===== config.mk =====
export PLATFORM = sky130hd
export DESIGN_NAME = serial_subtractor
export DESIGN_NICKNAME = d
export VERILOG_FILES = /design/src/rtl/serial_subtractor.sv
export SDC_FILE = /design/constraint.sdc
export NUM_CORES = 1
export LEC_CHECK = 0
export CORE_AREA = 2 2 71 73
export DETAILED_ROUTE_END_ITERATION = 12
export DIE_AREA = 0 0 73 75
export HOLD_SLACK_MARGIN = 0.06
export PLACE_DENSITY = 0.72
export SLEW_MARGIN = 5
export SYNTH_ARGS = -nofsm -noshare
export SYNTH_HDL_FRONTEND = slang
export SYNTH_SLANG_ARGS = --single-unit

===== constraint.sdc =====
create_clock -name clk -period 2.4 [get_ports clk]
set_input_delay 0.48 -clock clk [delete_from_list [all_inputs] [get_ports clk]]
set_output_delay 0.48 -clock clk [all_outputs]
set_load 0.1 [all_outputs]

===== src/rtl/serial_subtractor.sv =====
// serial_subtractor: bit-serial ripple subtractor, LSB first.
// One full-subtractor cell and a borrow flop process one bit per clock;
// operands load on an accepted start, and the completed difference and
// borrow-out are presented with a one-cycle done strobe.
module serial_subtractor #(
    parameter int WIDTH = 8
) (
    input  logic             clk,
    input  logic             reset,
    input  logic             start,
    input  logic [WIDTH-1:0] a,
    input  logic [WIDTH-1:0] b,
    input  logic             input_borrow,
    output logic             busy,
    output logic             done,
    output logic [WIDTH-1:0] difference,
    output logic             output_borrow
);

    localparam int CW = (WIDTH > 1) ? $clog2(WIDTH) : 1;

    localparam logic [1:0] ST_IDLE = 2'd0;
    localparam logic [1:0] ST_RUN  = 2'd1;
    localparam logic [1:0] ST_DONE = 2'd2;

    localparam logic [CW-1:0] LAST_BIT = CW'(WIDTH - 1);

    // Full subtractor cell: returns {borrow_out, difference_bit}.
    function automatic logic [1:0] full_sub(
        input logic ai,
        input logic bi,
        input logic br
    );
        logic d;
        logic bo;
        d  = ai ^ bi ^ br;
        bo = (~ai & bi) | (~(ai ^ bi) & br);
        return {bo, d};
    endfunction

    logic [1:0]       state_r;
    logic [CW-1:0]    cnt_r;
    logic [WIDTH-1:0] a_sh_r;
    logic [WIDTH-1:0] b_sh_r;
    logic [WIDTH-1:0] res_r;
    logic             borrow_r;
    logic             busy_r;
    logic             done_r;
    logic [WIDTH-1:0] difference_r;
    logic             output_borrow_r;

    logic [1:0]       cell_s;
    logic             diff_bit_s;
    logic             borrow_next_s;
    logic [WIDTH-1:0] res_next_s;

    // Current bit through the subtractor cell and the next result image.
    always_comb begin
        cell_s        = full_sub(a_sh_r[0], b_sh_r[0], borrow_r);
        diff_bit_s    = cell_s[0];
        borrow_next_s = cell_s[1];
        res_next_s    = res_r >> 1;
        res_next_s[WIDTH-1] = diff_bit_s;
    end

    // Control FSM, operand shift registers, borrow flop and output registers.
    always_ff @(posedge clk or posedge reset) begin
        if (reset) begin
            state_r         <= ST_IDLE;
            cnt_r           <= {CW{1'b0}};
            a_sh_r          <= {WIDTH{1'b0}};
            b_sh_r          <= {WIDTH{1'b0}};
            res_r           <= {WIDTH{1'b0}};
            borrow_r        <= 1'b0;
            busy_r          <= 1'b0;
            done_r          <= 1'b0;
            difference_r    <= {WIDTH{1'b0}};
            output_borrow_r <= 1'b0;
        end else begin
            case (state_r)
                ST_IDLE: begin
                    done_r <= 1'b0;
                    if (start) begin
                        a_sh_r   <= a;
                        b_sh_r   <= b;
                        borrow_r <= input_borrow;
                        res_r    <= {WIDTH{1'b0}};
                        cnt_r    <= {CW{1'b0}};
                        busy_r   <= 1'b1;
                        state_r  <= ST_RUN;
                    end else begin
                        busy_r   <= 1'b0;
                        state_r  <= ST_IDLE;
                    end
                end
                ST_RUN: begin
                    a_sh_r   <= a_sh_r >> 1;
                    b_sh_r   <= b_sh_r >> 1;
                    res_r    <= res_next_s;
                    borrow_r <= borrow_next_s;
                    cnt_r    <= cnt_r + CW'(1);
                    busy_r   <= 1'b1;
                    if (cnt_r == LAST_BIT) begin
                        difference_r    <= res_next_s;
                        output_borrow_r <= borrow_next_s;
                        done_r          <= 1'b1;
                        state_r         <= ST_DONE;
                    end else begin
                        done_r          <= 1'b0;
                        state_r         <= ST_RUN;
                    end
                end
                ST_DONE: begin
                    // Always return to IDLE; a start seen here is dropped.
                    done_r  <= 1'b0;
                    busy_r  <= 1'b0;
                    state_r <= ST_IDLE;
                end
                default: begin
                    done_r  <= 1'b0;
                    busy_r  <= 1'b0;
                    state_r <= ST_IDLE;
                end
            endcase
        end
    end

    assign busy          = busy_r;
    assign done          = done_r;
    assign difference    = difference_r;
    assign output_borrow = output_borrow_r;

endmodule


==> impl_metrics.csv <==
group,metric,value,unit
setup_path,cp_top_family,"buffers and inverters",
power,p_sw_share,44.2,%
drt,vias_per_cell,5.23,
sta,fin_tns_setup,0,ps
yosys,synth_cells,142,
yosys,synthSimpleGateAreaFrac,12.5,%
yosys,syn_area,0.00180,mm2
yosys,ys_seq_area_share,54.1,%
sta,period_minus_slack,1690,ps
yosys,ys_types,27,
floorplan,die_h,75,um
global_routing,grt_pass1_wl,5950,um
power,total_power,3.10,mW
yosys,yosys_register_bits,39,
yosys,synth-xor-area-share,0,%
global_routing,grt_pass1_vias,1266,
power,irDropWorstVdd,0.540,mV
power,p_per_area,1420,mW/mm2
global_routing,gr-total-overflow,0,
sta,fin_crit_sh,70.4,%
cells_and_area,antennaDiodeCount,0,
cells_and_area,fin_util,46.8,%
yosys,synth.area.top_cells,"dfrtp_1 (54%), mux2_4 (5.8%), a22o_1 (5.3%)",
setup_path,path_max_fanout,16,
floorplan,initial_core_util,38.7,%
yosys,ys_warn_count,0,
sta,setup_violations,0,
placement,port_buffers,30,
outcome,status,"completed",
yosys,synth_top_area_cell,"dfrtp_1",
floorplan,coreArea,0.00466,mm2
global_routing,antenna_found_initial,0,
sta,hold_slack,497,ps
yosys,synthFlopType,"dfrtp_1",
setup_path,critPathKind,"input pin to flip-flop",
clock_network,cts_sinks,39,
sta,max-slew-margin-rel,51.5,%
yosys,async_reset_ff_share,100,%
power,p_leak,0.983,nW
drt,drtAntennaViolNets,0,
yosys,synth_top_area_share,54.1,%
clock_network,h-tree-depth,2,
global_routing,grt_max_degree,40,
sta,tightest_slew,728,ps
setup_path,cp.arrival,1870,ps
yosys,synthMuxAreaShare,6.45,%
placement,hpwl,2300,um
setup_path,critPathMaxStageDelay,780,ps
yosys,syn_nets,165,
sta,hold_viol_final,0,
drt,drt-initial-drc-count,73,
yosys,synth_commonest_cells,"dfrtp_1 (39), inv_1 (12), a22o_1 (11)",
floorplan,die_area,0.00548,mm2
sta,finalMaxSlewViolations,0,
drt,wl,3280,um
placement,dp_cells,221,
drt,route.vias.total,1188,
cells_and_area,final_cells,227,
yosys,yosysMostFrequentCell,"dfrtp_1",
floorplan,die_x,73,um
hold_path,min_path_type,"flip-flop to flip-flop",
yosys,synth_compound_area_share,16.9,%
setup_path,cp-start-kind,"input pin",
sta,fmax,592,MHz
clock_network,cts_setup_buffers,0,
setup_path,required,2580,ps
drt,first_pass_iters,4,
setup_path,cp_num_buf_inv,2,
setup_path,cp_cell_sequence,"clkdlybuf4s50_1 -> o21bai_4 -> buf_4 -> a22o_1",
yosys,synth_fa_ha_area_share,2.50,%
yosys,synth_edf_count,0,
cells_and_area,area_delta_synth_final,20.9,%
yosys,synth_top_family_by_area,"compound AO/OA/AOI/OAI gates",
sta,skew,4.02,ps
global_routing,grt.total_usage,14.5,%
clock_network,cts_inserted_buffers,5,
drt,wl_per_cell,14.4,um
sta,grt_setup_unrepaired,"no",
flow_run,max-cap-violations,0,
power,power.internal,1.73,mW
power,comb_power_share,49.8,%
clock_network,cts_root_buffer,"clkbuf_8",
drt,post-route-drc-count,0,
yosys,avgSynthCellArea,12.7,um2
power,seq_power_share,37.3,%
placement,gp_congestion,0.810,
setup_path,cp-end-kind,"flip-flop",
clock_network,hold_buffers,0,
setup_path,cpMaxStageDelayCell,"clkdlybuf4s50_1",
floorplan,placementRows,25,
power,pwr-share-clk,12.9,%
cells_and_area,drive_gt1_share,20.8,%
power,power_switching,1.37,mW
clock_network,insertion_delay,290,ps
cells_and_area,nNetsFinal,197,
floorplan,io_pins,31,
clock_network,cts_resized,0,
clock_network,clk_path_buf_depth,2,
clock_network,path_clk_slew,70,ps
clock_network,cts_tree,"built",
## kinds of logic (layout without fill, tap and decap cells)
logic type                 count (synthesis)  count (layout)
adders and majority gates                  3               3
buffers and inverters                     23              54
muxes                                      8               8
DFF                                       39              39
AOI/OAI and AO/OA                         40              40
and+or+nand+nor                           29              29
## stage by stage
step / instance area, um2 / setup slack, ps
floorplan: 1800 / 582
global placement: 2110 / 444
detailed placement: 2110 / 423
CTS: 2180 / 721
global route: 2180 / 556
finish: 2180 / 710
## power groups by stage
| stage | logic (mW) | registers [mW] | clock network [mW] |
|---|---|---|---|
| detailed placement | 1.56 | 1.17 | 0 |
| floorplan | 0.792 | 1.62 | 0 |
| finish | 1.54 | 1.15 | 0.400 |
| CTS | 1.56 | 1.16 | 0.416 |
| global placement | 1.53 | 1.16 | 0 |
| global route | 1.68 | 1.20 | 0.444 |
## flip-flops by register name, indices dropped and copies added, names as in the netlist
name / flops
res_r: 7
busy: 1
done: 1
difference: 8
a_sh_r: 8
borrow_r: 1
state_r: 1
output_borrow: 1
cnt_r: 3
b_sh_r: 8
## per-layer routing
metal	routed length (um)	share of wire, %	GRT usage (%)	up-vias
met2	1490	45	22.6	35
met5	0	0	0	-
met3	140	4.3	3.21	7
met4	72	2.2	7.41	0
met1	1580	48	19.1	573
li1	-	-	-	573
## worst paths after layout
kind                            endpoint     startpoint  cells after the start  slack (ps)
min in group asynchronous  difference[5]          reset                      3         620
setup / recovery               a_sh_r[7]          start                      4         710
setup reg to reg                cnt_r[1]     state_r[0]                      2         720
max in group asynchronous       cnt_r[1]          reset                      3        1450
hold reg to reg            output_borrow  output_borrow                      2         500
hold / removal             output_borrow  output_borrow                      2         500
## cell type report
type / count / area, um2
timing repair buffer: 35 / 323
sequential: 39 / 976
inverter: 13 / 51.3
tap: 54 / 67.6
clock buffer: 6 / 72.6
multi-input combinational: 80 / 691
fill: 431 / 2480
## worst register-to-register path, stage by stage, from the launching register on
cell and delay (ps):
dfrtp_1 810, nor2b_1 570, a22o_1 230
## placed cells by master (no fill, tap or decap)
| master | count |
|---|---|
| nor3b_1 | 8 |
| nor2_1 | 2 |
| inv_4 | 1 |
| clkbuf_8 | 5 |
| a22o_1 | 11 |
| inv_1 | 12 |
| a21oi_1 | 10 |
| nor3_1 | 4 |
| mux2_2 | 1 |
| o21ai_0 | 2 |
| o21bai_4 | 1 |
| o32ai_1 | 1 |
| clkbuf_1 | 1 |
| o22a_1 | 8 |
| mux2_4 | 7 |
| nor3b_2 | 4 |
| ha_1 | 2 |
| fa_1 | 1 |
| o22ai_1 | 2 |
| nor2b_1 | 1 |
| buf_4 | 15 |
| clkdlybuf4s50_1 | 19 |
| nor4b_1 | 4 |
| buf_12 | 1 |
| dfrtp_1 | 39 |
| a211oi_1 | 5 |
| nand2b_1 | 3 |
| nand2_1 | 2 |
| nand3b_4 | 1 |
No activity file was read; power rests on OpenSTA's default activity.
